[src/rtl/pwm_wb_sequencer.sv]
// Wishbone fade sequencer for LitePWM with a host-priority 2:1 bus arbiter.
// Ramps the PWM width as a triangle wave between min_w and max_w.
module pwm_wb_sequencer #(
  parameter logic [16:0] ADDR_ENABLE = 17'h00000,
  parameter logic [16:0] ADDR_WIDTH  = 17'h00004,
  parameter logic [16:0] ADDR_PERIOD = 17'h00008,
  parameter int unsigned TICK_DIV    = 1000
) (
  input  logic        WB_CLK,
  input  logic        WB_RST_n,
  input  logic [16:0] h_adr,
  input  logic [31:0] h_dat_w,
  input  logic [3:0]  h_sel,
  input  logic        h_cyc,
  input  logic        h_stb,
  input  logic        h_we,
  output logic [31:0] h_dat_r,
  output logic        h_ack,
  output logic [16:0] m_adr,
  output logic [31:0] m_dat_w,
  output logic [3:0]  m_sel,
  output logic        m_cyc,
  output logic        m_stb,
  output logic        m_we,
  input  logic [31:0] m_dat_r,
  input  logic        m_ack,
  input  logic        m_err,
  input  logic        start,
  input  logic        stop,
  input  logic [31:0] period_val,
  input  logic [31:0] min_w,
  input  logic [31:0] max_w,
  input  logic [15:0] step,
  output logic        busy,
  output logic        err
);

  localparam logic [2:0] S_IDLE = 3'd0;
  localparam logic [2:0] S_PER  = 3'd1;
  localparam logic [2:0] S_EN   = 3'd2;
  localparam logic [2:0] S_WAIT = 3'd3;
  localparam logic [2:0] S_WID  = 3'd4;
  localparam logic [2:0] S_DIS  = 3'd5;

  localparam logic [1:0] O_NONE = 2'd0;
  localparam logic [1:0] O_HOST = 2'd1;
  localparam logic [1:0] O_SEQ  = 2'd2;

  localparam logic [31:0] TICK_LAST = 32'(TICK_DIV - 1);

  logic [2:0]  state;
  logic [1:0]  owner;
  logic [31:0] cur;
  logic        dir_up;
  logic [31:0] cnt;
  logic        stop_pend;

  logic        host_req;
  logic        seq_req;
  logic        own_host;
  logic        own_seq;
  logic        done;
  logic        go_dis;
  logic [16:0] seq_adr;
  logic [31:0] seq_dat;
  logic [31:0] cur_nx;
  logic        dir_nx;
  logic [32:0] up_sum;
  logic [32:0] dn_lim;

  assign host_req = h_cyc & h_stb;
  assign seq_req  = (state == S_PER) | (state == S_EN)
                  | (state == S_WID) | (state == S_DIS);
  assign own_host = (owner == O_HOST);
  assign own_seq  = (owner == O_SEQ);
  assign done     = own_seq & (m_ack | m_err);
  assign go_dis   = stop_pend | stop;
  assign busy     = (state != S_IDLE);

  assign h_ack   = own_host & (m_ack | m_err);
  assign h_dat_r = m_dat_r;

  always_ff @(posedge WB_CLK or negedge WB_RST_n) begin
    if (!WB_RST_n) begin
      owner <= O_NONE;
    end else begin
      case (owner)
        O_NONE: begin
          if (host_req)     owner <= O_HOST;
          else if (seq_req) owner <= O_SEQ;
        end
        default: begin
          if (m_ack | m_err) owner <= O_NONE;
        end
      endcase
    end
  end

  always_comb begin
    seq_adr = '0;
    seq_dat = '0;
    unique case (1'b1)
      (state == S_PER): begin
        seq_adr = ADDR_PERIOD;
        seq_dat = period_val;
      end
      (state == S_EN): begin
        seq_adr = ADDR_ENABLE;
        seq_dat = 32'd1;
      end
      (state == S_WID): begin
        seq_adr = ADDR_WIDTH;
        seq_dat = cur;
      end
      (state == S_DIS): begin
        seq_adr = ADDR_ENABLE;
        seq_dat = 32'd0;
      end
      default: ;
    endcase
  end

  always_comb begin
    m_adr   = '0;
    m_dat_w = '0;
    m_sel   = '0;
    m_cyc   = 1'b0;
    m_stb   = 1'b0;
    m_we    = 1'b0;
    unique case (1'b1)
      own_host: begin
        m_adr   = h_adr;
        m_dat_w = h_dat_w;
        m_sel   = h_sel;
        m_cyc   = h_cyc;
        m_stb   = h_stb;
        m_we    = h_we;
      end
      own_seq: begin
        m_adr   = seq_adr;
        m_dat_w = seq_dat;
        m_sel   = 4'hF;
        m_cyc   = 1'b1;
        m_stb   = 1'b1;
        m_we    = 1'b1;
      end
      default: ;
    endcase
  end

  // Limit compares are 33-bit so cur+step and min_w+step never wrap.
  assign up_sum = {1'b0, cur} + {17'b0, step};
  assign dn_lim = {1'b0, min_w} + {17'b0, step};

  always_comb begin
    cur_nx = cur;
    dir_nx = dir_up;
    if (min_w >= max_w) begin
      cur_nx = min_w;
    end else if (dir_up) begin
      if (up_sum >= {1'b0, max_w}) begin
        cur_nx = max_w;
        dir_nx = 1'b0;
      end else begin
        cur_nx = up_sum[31:0];
      end
    end else if ({1'b0, cur} <= dn_lim) begin
      cur_nx = min_w;
      dir_nx = 1'b1;
    end else begin
      cur_nx = cur - {16'b0, step};
    end
  end

  always_ff @(posedge WB_CLK or negedge WB_RST_n) begin
    if (!WB_RST_n) begin
      state     <= S_IDLE;
      cur       <= '0;
      dir_up    <= 1'b1;
      cnt       <= '0;
      stop_pend <= 1'b0;
      err       <= 1'b0;
    end else begin
      if (done & m_err) err <= 1'b1;
      if (stop & busy) stop_pend <= 1'b1;
      case (state)
        S_IDLE: begin
          stop_pend <= 1'b0;
          cnt       <= '0;
          if (start) state <= S_PER;
        end
        S_PER: begin
          if (done) state <= go_dis ? S_DIS : S_EN;
        end
        S_EN: begin
          if (done) begin
            cur    <= min_w;
            dir_up <= 1'b1;
            cnt    <= '0;
            state  <= go_dis ? S_DIS : S_WAIT;
          end
        end
        S_WAIT: begin
          if (go_dis) begin
            state <= S_DIS;
          end else if (cnt == TICK_LAST) begin
            cnt   <= '0;
            state <= S_WID;
          end else begin
            cnt <= cnt + 32'd1;
          end
        end
        S_WID: begin
          if (done) begin
            cur    <= cur_nx;
            dir_up <= dir_nx;
            state  <= go_dis ? S_DIS : S_WAIT;
          end
        end
        S_DIS: begin
          if (done) begin
            state     <= S_IDLE;
            stop_pend <= 1'b0;
          end
        end
        default: state <= S_IDLE;
      endcase
    end
  end

endmodule

[config.mk]
export PLATFORM = sky130hd
export DESIGN_NAME = pwm_wb_sequencer
export DESIGN_NICKNAME = d
export VERILOG_FILES = /design/src/rtl/pwm_wb_sequencer.sv
export SDC_FILE = /design/constraint.sdc
export NUM_CORES = 1
export LEC_CHECK = 0
export BUFFER_PORTS_ARGS = -buffer_cell sky130_fd_sc_hd__buf_2
export CAP_MARGIN = 20
export CORE_MARGIN = 2
export CORE_UTILIZATION = 38
export CTS_BUF_LIST = sky130_fd_sc_hd__clkbuf_16
export DETAILED_ROUTE_END_ITERATION = 16
export GPL_TIMING_DRIVEN = 0
export SETUP_SLACK_MARGIN = 0.5
export SLEW_MARGIN = 5
export SYNTH_ARGS = -nofsm -noshare
export SYNTH_HDL_FRONTEND = slang
export SYNTH_SLANG_ARGS = --single-unit
[constraint.sdc]
create_clock -name WB_CLK -period 12.92 [get_ports WB_CLK]
set_clock_uncertainty 0.05 [all_clocks]
set_input_delay 2.584 -clock WB_CLK [delete_from_list [all_inputs] [get_ports WB_CLK]]
set_output_delay 2.584 -clock WB_CLK [all_outputs]
set_load 0.1 [all_outputs]
Word level (Yosys, flattened, before mapping):

Index checks and enable logic that the tools add are counted.
Widths: inputs -> output; s select.

* add/subtract/negate cells: 4
* multiply operators: 0
* divide/modulo/power cells: 0
* magnitude comparators: 3
* equal/unequal tests: 18
* shift operators: 0
* multiplexer cells: 42
* bitwise gates (word level): 10
* reductions and logical operators: 12

Operator list (number)
* $mux 32: 9
* $pmux 32 s3: 2
* $pmux 32 s2: 2
* $add 32x16->33: 2
* $pmux 17 s2: 1
* $ge 33x32->1: 1
* $le 32x33->1: 1
* $add 32x1->32 const B: 1
* $eq 32x10->1 const B: 1
* $ge 32x32->1: 1
* $sub 32x16->32: 1
* $mux 3: 8
* $pmux 4 s2: 2
* $pmux 3 s5: 1
* $ne 2x2->1 const B: 7
* $pmux 1 s2: 5
* $mux 1: 8
* $mux 2: 4
* $eq 3x2->1 const B: 2
* $eq 3x3->1 const B: 2
* $ne 3x3->1 const B: 2
* $reduce_and 3->1: 2
* $reduce_bool 3->1: 2
* $and 1x1->1: 5
* other kinds (12): 17

* register bits: 72
* bits in latches: 0
* memory bits (writable): 0
* memory bits (read-only): 0
* bits of input ports: 206
* output and inout bits: 91
* word-level logic and storage cells: 96
* memories kept: 0

Depth between registers and ports, before layout:

Gate-level depths: netlist of the first run.

* depth in word-level cells: 7
* depth in mapped cells: 23
* gate-level depth less buffers: 22

Worst setup path before layout of the first run:

OpenSTA, ideal clock, no wires.

* kind: input to output
* start: input port period_val[17]
* end: output port m_dat_w[17]
* arrival: 4.763 ns
* slack: 5.523 ns
* cell stages on the path: 2
* path buffers: 0
* path through: a22oi_1 -> o21ai_0

* word-level cells in the longest chain between the ends: 2

RTL lines
* start: declaration: line 30 `input logic [31:0] period_val,`
* $pmux 32 s3: line 102 `unique case (1'b1)`
* $pmux 32 s2: line 130 `unique case (1'b1)`
* end: declaration: line 20 `output logic [31:0] m_dat_w,`

Every way passes these cells.

Final worst setup path of the first run:

* start: input port min_w[0]
* end: register cur[29]

* word-level cells in the longest chain between the ends: 7
* elaborated cells between the ends (all ways): 8
* those cells by class: add/sub: 1; order compare: 2; mux: 5

RTL lines
* start: declaration: line 31 `input logic [31:0] min_w,`
* $add 32x16->33: line 153 `assign dn_lim = {1'b0, min_w} + {17'b0, step};`
* $le 32x33->1: line 167 `end else if ({1'b0, cur} <= dn_lim) begin`
* $mux 32: line 167
* $mux 32: line 160 `end else if (dir_up) begin`
* $mux 32 *: line 158 `if (min_w >= max_w) begin`
* $mux 32 *: line 214 `if (done) begin`
* $pmux 32 s2 *: line 186 `case (state)`
* end signal: assignment: line 197 `cur <= min_w;`
* end signal: assignment: line 215 `cur <= cur_nx;`
* end: declaration: line 53 `logic [31:0] cur;`

Every way passes the cells marked *; elsewhere a longest branch is shown, timed or not. The select of a mux whose other input is x is not followed.
A chain may end at the register's enable or synchronous reset.

==> metrics.txt, run 1 <==
Post-CTS Setup Inserts=0; number of buffers inserted by hold repair at cts=0; leakage power=6.22 nW; GPL Wtd Cong=1.02; Worst EP required=13.13 ns; CTS root buffer=clkbuf_16; initial antenna violation count=0; clk_lat worst skew=0.36 ns; area grow syn2layout=19.6%; die width=172 µm; routed vias=12100; CTS tree=done; setup TNS=0 ns; Syn. warnings=0; sw power=1.74 mW; post-synthesis async set-or-reset flop share=1.00; worst hold start=err; final hold vios=0; syn_nets=1774; fin util=0.462; Row Count=61; Reg2Reg Setup Slack=7.20 ns; RSZ-0062 raised after global routing=false; first-pass GRT wire length=65.0 mm; final antenna-violating net count=0; GRT Resource Usage Total=0.294; vias in the first global route=10900; IR drop worst, VDD=0.0938 mV; internal power=1.12 mW; crit path time final=8.97 ns; First-pass DRT Iterations=5; Comb power frac=0.771; detailed placer's ending HPWL=35.8 mm; RR Startpoint=cur[10]; startpoint types=input pin; DR vias/cell=5.84; DR DRC count=0; R2R cell count=22; Iter 0 DRT Violations=1013; Synth Instances=1417; number of synthesized flops with an enable pin=0; sequential cell area fraction in the yosys report=0.168; Synth Register Bits=72; GR Overflow Total=0; final WL=44.4 mm; Avg Cell Area, Syn=7.59 µm²; arrival time worst endpoint=9.19 ns; Longest Clk Path Bufs=2; post_cts resized=0; Final nets=2050; final-report max-slew violation count=0; Tightest Pin Transition=1.14 ns; cts bufs inserted=9; Clock Power Share=0.092; largest net degree at the start of global routing=38; P per Cell Area=222 mW/mm²; fin crit share=0.695; Worst setup EP type=register; die area=0.0297 mm²; Cell Area, Synth=0.0108 mm²; Max-slew headroom=0.234; Final Power=2.86 mW; PortBufs=264; Main synth FF type=dfrtp_1; Hold Crit Class=register to register; Crit-path slowest cell=nor3_1; clock-pin transition on the worst setup and hold timing paths=0.06 ns; Seq pwr share=0.137; CTS Sinks=72; Worst setup startpoint=min_w[0]; diode count=0; switching part of the total=0.607; worst-path cell chain=buf_2, ha_1, inv_1, fa_1, nand2b_1, a21oi_1, o211ai_1, a21oi_1, nand2_1, xor2_1, ha_1, nand2_1, nor3_1, a221oi_1, nand4_1, nor2_1, a311oi_1, o21a_1, buf_1, nand4_1, o211ai_1; Fmax=0.111 GHz; Post-Layout Cell Count=2076; commonest cells after routing, fill and taps aside=buf_2 (274), ha_1 (148), nand2_1 (134), o21ai_0 (102), nor2_1 (101); largest stage delay on the critical path=0.79 ns; status=finished clean; commonest non-fill, non-tap cell in the layout=buf_2; num ports=297; number of setup violations in the final report=0; WL/cell=21.4 µm; H-tree depth=3; Cell variety after synth=85; Starting Density=0.386; kind of critical path=input pin to register; number of max-cap violations=0; core area=0.0279 mm²; Critical Path End=cur[29]; layout cells sized above 1=0.219; FF-to-FF End=cur[26]; Die Height=172 µm; CP max FO=10; DP Cell Count=2060
==> kinds of logic (layout without fill, tap and decap cells) <==
group	count (synthesis)	in the layout	share of synthesized area
AO/OA/AOI/OAI	415	415	0.254
XOR/XNOR	97	97	0.0790
adder cells (fa/ha/maj)	152	152	0.179
buffers and inverters	186	467	0.0810
flip-flops	72	72	0.168
multiplexers	22	22	0.0224
AND/OR/NAND/NOR	473	473	0.217
==> power groups by stage <==
stage	combinational [mW]	sequential [mW]	clock, mW
after floorplan	1.61	0.344	0
after global placement	2.14	0.392	0
after detailed placement	2.16	0.393	0
after CTS	2.17	0.389	0.265
after global routing	2.38	0.399	0.273
final	2.20	0.391	0.262
==> layout make-up <==
cell class | count | area (µm²)
fill | 2878 | 15000
multi-input combinational | 1159 | 8080
sequential | 72 | 1800
timing repair buffer | 265 | 1340
buffer | 104 | 563
tap | 378 | 473
inverter | 82 | 308
clock buffer | 9 | 225
clock inverter | 7 | 61.3
==> worst max-delay path: cells and delay by family <==
family	cells	cell delay, ns
buffers and inverters	3	0.74
xor gates and xnor gates	1	0.18
AOI/OAI and AO/OA	7	2.99
adders and majority gates	3	0.87
and+or+nand+nor	7	1.80
==> metal layers <==
metal,GRT usage,vias to the layer above,part of all wire
met5,0,-,0
met3,0.0398,80,0.078
met2,0.477,580,0.45
met4,0.117,0,0.040
met1,0.395,5755,0.43
li1,-,5709,-
==> sequential cells by signal (all words and copies together) (netlist names) <==
register and cells:
cnt 32, cur 32, dir_up 1, err 1
owner 2, state 3, stop_pend 1
==> worst min path at each step <==
stage	end	slack [ns]	cells after the start
floorplan	cnt[1]	0.42	2
global placement	err	0.39	1
detailed placement	err	0.42	1
CTS	err	0.43	1
global route	err	0.46	1
finish	err	0.44	1
==> synthesized netlist by cell type, types with 10 or more instances <==
| library cell | n | share of area |
|---|---|---|
| inv_1 | 81 | 0.028 |
| ha_1 | 148 | 0.17 |
| o22ai_1 | 22 | 0.013 |
| nand2b_1 | 15 | 0.0087 |
| a211oi_1 | 25 | 0.017 |
| buf_4 | 34 | 0.024 |
| nand3_1 | 40 | 0.019 |
| o21a_1 | 11 | 0.0077 |
| mux2_2 | 17 | 0.018 |
| nor2_1 | 101 | 0.035 |
| nand2_1 | 134 | 0.047 |
| xnor2_1 | 44 | 0.036 |
| o211ai_1 | 12 | 0.0084 |
| nand4_1 | 32 | 0.019 |
| nor3_1 | 39 | 0.018 |
| clkbuf_1 | 54 | 0.019 |
| a31oi_1 | 10 | 0.0058 |
| nor4_1 | 15 | 0.0087 |
| a22oi_1 | 34 | 0.024 |
| o21ai_0 | 102 | 0.047 |
| dfrtp_1 | 71 | 0.17 |
| xor2_1 | 53 | 0.043 |
| nor2b_1 | 18 | 0.010 |
| and3_1 | 34 | 0.020 |
| buf_2 | 11 | 0.0051 |
| a21oi_1 | 88 | 0.041 |
| a21o_1 | 29 | 0.020 |
==> through the flow <==
step           hold slack [ns]  cell area (µm²)  worst slack [ns]
2_1_floorplan            0.418            10800              5.52
3_3_place_gp             0.386            12600              3.97
3_5_place_dp             0.416            12600              3.92
4_1_cts                  0.431            12900              4.27
5_1_grt                  0.460            12900              3.85
6_report                 0.438            12900              3.95
Note: power is estimated with default switching activity, not from simulation.
==> run 2: changes to the inputs <==
--- a/config.mk
+++ b/config.mk
@@ -5,6 +5,7 @@
 export SDC_FILE = /design/constraint.sdc
 export NUM_CORES = 1
 export LEC_CHECK = 0
+export ABC_AREA = 1
 export BUFFER_PORTS_ARGS = -buffer_cell sky130_fd_sc_hd__buf_2
 export CAP_MARGIN = 20
 export CORE_MARGIN = 2
==> constraint.sdc (replaced) <==
create_clock -name WB_CLK -period 8.6 [get_ports WB_CLK]
set_clock_uncertainty 0.05 [all_clocks]
set_input_delay 1.72 -clock WB_CLK [delete_from_list [all_inputs] [get_ports WB_CLK]]
set_output_delay 1.72 -clock WB_CLK [all_outputs]
set_load 0.1 [all_outputs]
==> run 2 against run 1 <==
Synthesized cell count up 55%. Worst hold slack better by 0.028 ns. Critical path depth up 3. Combinational power up 68%. Count of clock-buffer cells in the layout unchanged.
==> metrics.txt, run 2 <==
Reg2Reg Setup Slack=3.90 ns (-3.30 ns); PortBufs=264 (unchanged); leakage power=8.49 nW (+37%); Critical Path End=cur[4]; Cell Area, Synth=0.0132 mm² (+22%); diode count=0 (unchanged); Avg Cell Area, Syn=5.99 µm² (-21%); Starting Density=0.384 (-0.00249); detailed placer's ending HPWL=47.0 mm (+31%); CTS tree=done; number of buffers inserted by hold repair at cts=0 (unchanged); Comb power frac=0.790 (+0.019); fin area=0.0153 mm² (+19%); commonest cells after routing, fill and taps aside=nand2_1 (655), inv_1 (290), buf_2 (282), nand3_1 (182), nor2_1 (163); area grow syn2layout=16.7%; Post-Synth Simple-Gate Area=0.405 (+0.188); Final Power=4.68 mW (+64%); number of setup violations in the final report=0 (unchanged); Seq pwr share=0.129 (-0.008); DP Cell Count=2916 (+42%); Synth area leaders=nand2_1 (19%), ha_1 (14%), dfrtp_1 (14%), inv_1 (8.2%), nand3_1 (6.9%); startpoint types=input pin; CP max FO=10 (unchanged); Final nets=2829 (+38%); post-synthesis async set-or-reset flop share=1.00 (unchanged); initial antenna violation count=0 (unchanged); setup TNS=0 ns (unchanged); number of synthesized flops with an enable pin=0 (unchanged); Hold WS=0.466 ns (+0.0276 ns); adder-cell share of the synthesized area=0.145 (-0.0333); vias in the first global route=14400 (+31%); H-tree depth=3 (unchanged); sequential cell area fraction in the yosys report=0.137 (-0.0305); Worst EP required=8.85 ns (-4.28 ns); Post-CTS Setup Inserts=0 (unchanged); final hold vios=0 (unchanged); cts bufs inserted=9 (unchanged); main combinational cell family by area after synthesis=simple AND/OR/NAND/NOR gates; fin util=0.448 (-0.0140); dpl ws=2.00 ns (-1.93 ns); mux share of post-synthesis cell area=0 (-0.0224); core area=0.0343 mm² (+23%); final antenna-violating net count=0 (unchanged); WL/cell=18.7 µm (-13%); Longest Clk Path Bufs=2 (unchanged); GRT Resource Usage Total=0.298 (+0.00402); RR Startpoint=cur[14]; Synth Area in XOR/XNOR=0.0466 (-0.0324); syn_nets=2553 (+44%); First-pass DRT Iterations=6 (+1); kind of critical path=input pin to register; routed vias=15400 (+27%); Post-Layout Cell Count=2932 (+41%); RSZ-0062 raised after global routing=false; final WL=54.8 mm (+24%); DR DRC count=0 (unchanged); Iter 0 DRT Violations=1283 (+27%); Placed Area=0.0151 mm² (+20%); post_cts resized=0 (unchanged); FF-to-FF End=cur[4]; commonest cells in the synthesized netlist=nand2_1 (655), inv_1 (289), nand3_1 (182), nor2_1 (163), ha_1 (148); Synth Instances=2196 (+55%); Row Count=68 (+11%); Worst setup startpoint=step[0]; switching part of the total=0.658 (+0.0505); commonest non-fill, non-tap cell in the layout=nand2_1; Cell variety after synth=58 (-32%); num ports=297 (unchanged); first-pass GRT wire length=81.7 mm (+26%); Worst setup EP type=register; die area=0.0361 mm² (+22%); fin crit share=0.732; DR vias/cell=5.26 (-9.9%); Synth Register Bits=72 (unchanged); Syn. warnings=0 (unchanged); Largest regs=cnt x32, cur x32, state x3; CTS root buffer=clkbuf_16; Hold Crit Class=register to register; top-count cell post-synth=nand2_1; GR Overflow Total=0 (unchanged); GPL Wtd Cong=0.969 (-4.6%); Clock Power Share=0.081 (-0.011); number of max-cap violations=0 (unchanged); Main synth FF type=dfrtp_1; biggest area consumer among synthesized cells=nand2_1; status=finished clean; layout cells sized above 1=0.179 (-0.0398); IR drop worst, VDD=0.167 mV (+79%); CTS Sinks=72 (unchanged); internal power=1.60 mW (+43%); Synth top area share=0.187 (+0.0148); final-report max-slew violation count=0 (unchanged); R2R cell count=24 (+9.1%); final worst setup slack=2.30 ns (-1.64 ns); arrival time worst endpoint=6.55 ns (-2.64 ns); clock-pin transition on the worst setup and hold timing paths=0.07 ns (about the same); Tightest Pin Transition=0.817 ns (-0.322 ns); Die Height=190 µm (+10%); Synth Area in Compound Gates=0.128 (-0.126); die width=190 µm (+10%); sw power=3.08 mW (+78%); Max-slew headroom=0.451 (+0.217); largest net degree at the start of global routing=61 (+61%); Fmax=0.159 GHz; crit path time final=6.30 ns; P per Cell Area=305 mW/mm² (+37%); clk_lat worst skew=0.38 ns (+0.02 ns)
[run 2: cell count changes after synthesis, moves of 22 or more]
cell / delta
a21oi_2: +32
a22oi_1: -34
a21oi_1: +22
nand3_1: +142
inv_2: +24
a211oi_1: -23
and3_1: -34
xnor2_1: -35
inv_1: +208
o21ai_0: -39
nand2_1: +521
nor2_1: +62
nand4_1: +65
[run 2: cell families after synthesis]
kind of cell	Yosys count
compound gates	277
xor+xnor	70
fa+ha+maj	151
buf+inv	422
flops	72
simple gates	1204
[run 2: layer usage]
metal | vias to the layer above | wire length, µm | track usage
li1 | 7719 | - | -
met1 | 7045 | 24100 | 0.392
met2 | 563 | 24800 | 0.485
met3 | 99 | 3450 | 0.0439
met4 | 0 | 2470 | 0.126
met5 | - | 0 | 0
[run 2: worst min path at each step]
stage,to,start,cells after the start
floorplan,cnt[5],cnt[5],1
finish,err,err,1
global route,err,err,1
CTS,cnt[10],cnt[10],1
detailed placement,err,err,1
global placement,err,err,1
[run 2: power by group through the flow]
stage | registers (mW) | logic [mW] | clock network, mW
floorplan | 0.507 | 2.65 | 0
global placement | 0.608 | 3.60 | 0
global route | 0.609 | 4.03 | 0.398
finish | 0.605 | 3.70 | 0.379
detailed placement | 0.609 | 3.63 | 0
CTS | 0.603 | 3.64 | 0.384
[run 2: critical path, cell delays in order]
cell	delay, ns
buf_2	0.14
ha_1	0.18
inv_1	0.06
fa_1	0.40
nand3b_1	0.17
nand2_1	0.13
a21oi_2	0.09
o21ai_2	0.25
a21boi_0	0.20
o21ai_1	0.45
nand4_1	0.23
xor2_1	0.20
ha_1	0.30
nand2_1	0.06
nor2_1	0.20
nand4_1	0.23
nor4_1	0.68
a21oi_2	0.21
buf_2	0.26
nand4_1	0.12
nand2_1	0.07
nand2_1	0.06
nand2_1	0.07
nand2_1	0.06
[run 2: cell type report]
class | instances | area [µm²]
buffer | 105 | 621
clock buffer | 9 | 225
clock inverter | 7 | 48.8
fill | 3758 | 18900
inverter | 317 | 1190
multi-input combinational | 1702 | 9540
sequential | 72 | 1800
tap | 455 | 569
timing repair buffer | 265 | 1350
==> run 3: changes to the inputs <==
--- a/config.mk
+++ b/config.mk
@@ -5,7 +5,7 @@
 export SDC_FILE = /design/constraint.sdc
 export NUM_CORES = 1
 export LEC_CHECK = 0
-export ABC_AREA = 1
+export ABC_AREA = 0
 export BUFFER_PORTS_ARGS = -buffer_cell sky130_fd_sc_hd__buf_2
 export CAP_MARGIN = 20
 export CORE_MARGIN = 2
==> constraint.sdc (replaced) <==
create_clock -name WB_CLK -period 6.6 [get_ports WB_CLK]
set_clock_uncertainty 0.05 [all_clocks]
set_input_delay 1.32 -clock WB_CLK [delete_from_list [all_inputs] [get_ports WB_CLK]]
set_output_delay 1.32 -clock WB_CLK [all_outputs]
set_load 0.1 [all_outputs]
==> run 3 against run 2 <==
First-iteration DRC count fell by 21%. Count of clock-buffer cells in the layout did not move. Worst hold slack got worse by 0.032 ns. Clock power rose by 36%. Combinational power rose by 21%. Total power rose by 23%. Sequential share of layout area rose by 2.0 points. Non-clock buffer count rose by 10. Global-route usage fell by 0.27 points. Largest cell class unchanged.
==> metrics.txt, run 3 (same netlist as run 1, synthesis figures left out) <==
core area=0.0279 mm² (-19%); area grow syn2layout=22.1%; PortBufs=264 (unchanged); CP max FO=10 (unchanged); commonest cells after routing, fill and taps aside=buf_2 (274), ha_1 (148), nand2_1 (134), o21ai_0 (99), nor2_1 (96); Hold Crit Class=register to register; vias in the first global route=11000 (-23%); DR vias/cell=5.83 (+11%); initial antenna violation count=0 (unchanged); P per Cell Area=437 mW/mm² (+43%); Starting Density=0.386 (+0.00249); Tightest Pin Transition=0.994 ns (+0.178 ns); clk_lat worst skew=0.37 ns (about the same); Final nets=2061 (-27%); commonest non-fill, non-tap cell in the layout=buf_2; leakage power=6.32 nW (-25%); number of setup violations in the final report=0 (unchanged); arrival time worst endpoint=6.08 ns (-0.47 ns); CTS tree=done; Placed Area=0.0126 mm² (-17%); routed vias=12200 (-21%); Reg area=0.00180 mm² (unchanged); DP Cell Count=2060 (-29%); H-tree depth=3 (unchanged); final-report max-slew violation count=0 (unchanged); diode count=0 (unchanged); die width=172 µm (-9.4%); die area=0.0297 mm² (-18%); CTS root buffer=clkbuf_16; Post-Layout Cell Count=2087 (-29%); GPL Wtd Cong=1.02 (+4.8%); Row Count=61 (-10%); num ports=297 (unchanged); First-pass DRT Iterations=5 (-1); Fmax=0.170 GHz; final WL=44.7 mm (-18%); Worst EP required=6.78 ns (-2.07 ns); fin area=0.0131 mm² (-14%); Worst Hold Path Cells=1 (unchanged); layout cells sized above 1=0.240 (+0.0607); Final Power=5.74 mW (+23%); Fill cells=2869 (-24%); GRT Resource Usage Total=0.295 (-0.00271); number of buffers inserted by hold repair at cts=0 (unchanged); final antenna-violating net count=0 (unchanged); GR Overflow Total=0 (unchanged); Largest regs=cnt x32, cur x32, state x3; Worst setup EP type=register; R2R cell count=21 (-13%); Iter 0 DRT Violations=1011 (-21%); kind of critical path=input pin to register; cts bufs inserted=9 (unchanged); first-pass GRT wire length=65.4 mm (-20%); DR DRC count=0 (unchanged); largest net degree at the start of global routing=38 (-38%); RSZ-0062 raised after global routing=true; status=finished clean; number of max-cap violations=0 (unchanged); final hold vios=0 (unchanged); clock-pin transition on the worst setup and hold timing paths=0.07 ns (about the same); detailed placer's ending HPWL=35.8 mm (-24%); Max-slew headroom=0.337 (-0.113); CTS Sinks=72 (unchanged); area of the multi-input gates=0.00826 mm² (-13%); WL/cell=21.4 µm (+15%); Longest Clk Path Bufs=2 (unchanged); fin crit share=0.893; crit path time final=5.89 ns; IR drop worst, VDD=0.184 mV (+9.6%); startpoint types=input pin; Die Height=172 µm (-9.4%)
## run 3: changes by cell type in the layout (fill, tap and decap cells not counted), moves of 25 or more
| cell | previous run | this run |
|---|---|---|
| a21oi_1 | 110 | 85 |
| a21oi_2 | 33 | 2 |
| a22oi_1 | 0 | 34 |
| and3_1 | 0 | 34 |
| inv_1 | 290 | 80 |
| nand2_1 | 655 | 134 |
| nand3_1 | 182 | 39 |
| nand4_1 | 97 | 32 |
| nor2_1 | 163 | 96 |
| o21ai_0 | 63 | 99 |
| xnor2_1 | 9 | 44 |
## run 3: critical path, cell delays in order
cell	delay, ns
buf_2	0.11
ha_1	0.20
inv_1	0.07
fa_1	0.39
nand2b_1	0.21
a21oi_1	0.26
o211ai_1	0.35
a21oi_4	0.36
nand2_1	0.10
xor2_1	0.15
ha_1	0.33
nand2_1	0.17
nor3_4	0.06
buf_12	0.14
a32oi_1	0.37
nand4_1	0.23
nor2_2	0.26
a311oi_2	0.08
o21a_1	0.27
clkbuf_4	0.26
o221ai_1	0.27
o21ai_0	0.12
## run 3: layout make-up
type | instances | area share
well taps | 378 | 0.0360
plain buffers | 104 | 0.0437
flip-flops and latches | 72 | 0.137
clock inverters | 7 | 0.00467
multi-input cells | 1159 | 0.628
clock buffers | 9 | 0.0171
repair buffers | 276 | 0.110
inverters | 82 | 0.0234
## run 3: repair_timing
action                     in CTS  in global routing
buffers inserted                3                  8
pin swaps                       2                  9
resized for setup              15                 29
setup endpoints to repair      33                 32
## run 3: final timing paths
| kind | start | to | slack, ns |
|---|---|---|---|
| max in group asynchronous | WB_RST_n | dir_up | 4.91 |
| min reg2reg | err | err | 0.43 |
| max | min_w[0] | cur[31] | 0.71 |
| min in group asynchronous | WB_RST_n | cur[11] | 0.89 |
| min | err | err | 0.43 |
| max reg2reg | cur[10] | cur[26] | 1.30 |
## run 3: report_power, final
group | switching (mW) | internal (mW) | total, mW | leakage, nW
Clock | 0.252 | 0.263 | 0.515 | 0.135
Combinational | 3.03 | 1.43 | 4.46 | 5.27
Sequential | 0.204 | 0.563 | 0.767 | 0.921
## run 3: per-layer routing
layer | wire (µm) | track usage
met1 | 19200 | 0.396
met2 | 20300 | 0.482
met3 | 3540 | 0.0355
met4 | 1710 | 0.118
met5 | 0 | 0
## run 3: per-stage QoR
step / utilization / worst slack, ns / hold WS (ns) / TNS, ns
floorplan: - / 1.24 / 0.418 / 0
global placement: 0.451 / -1.09 / 0.386 / -29.36
detailed placement: 0.451 / -1.13 / 0.416 / -31.03
CTS: 0.465 / 0.555 / 0.431 / 0
global route: 0.472 / 0.478 / 0.460 / 0
finish: 0.472 / 0.707 / 0.434 / 0
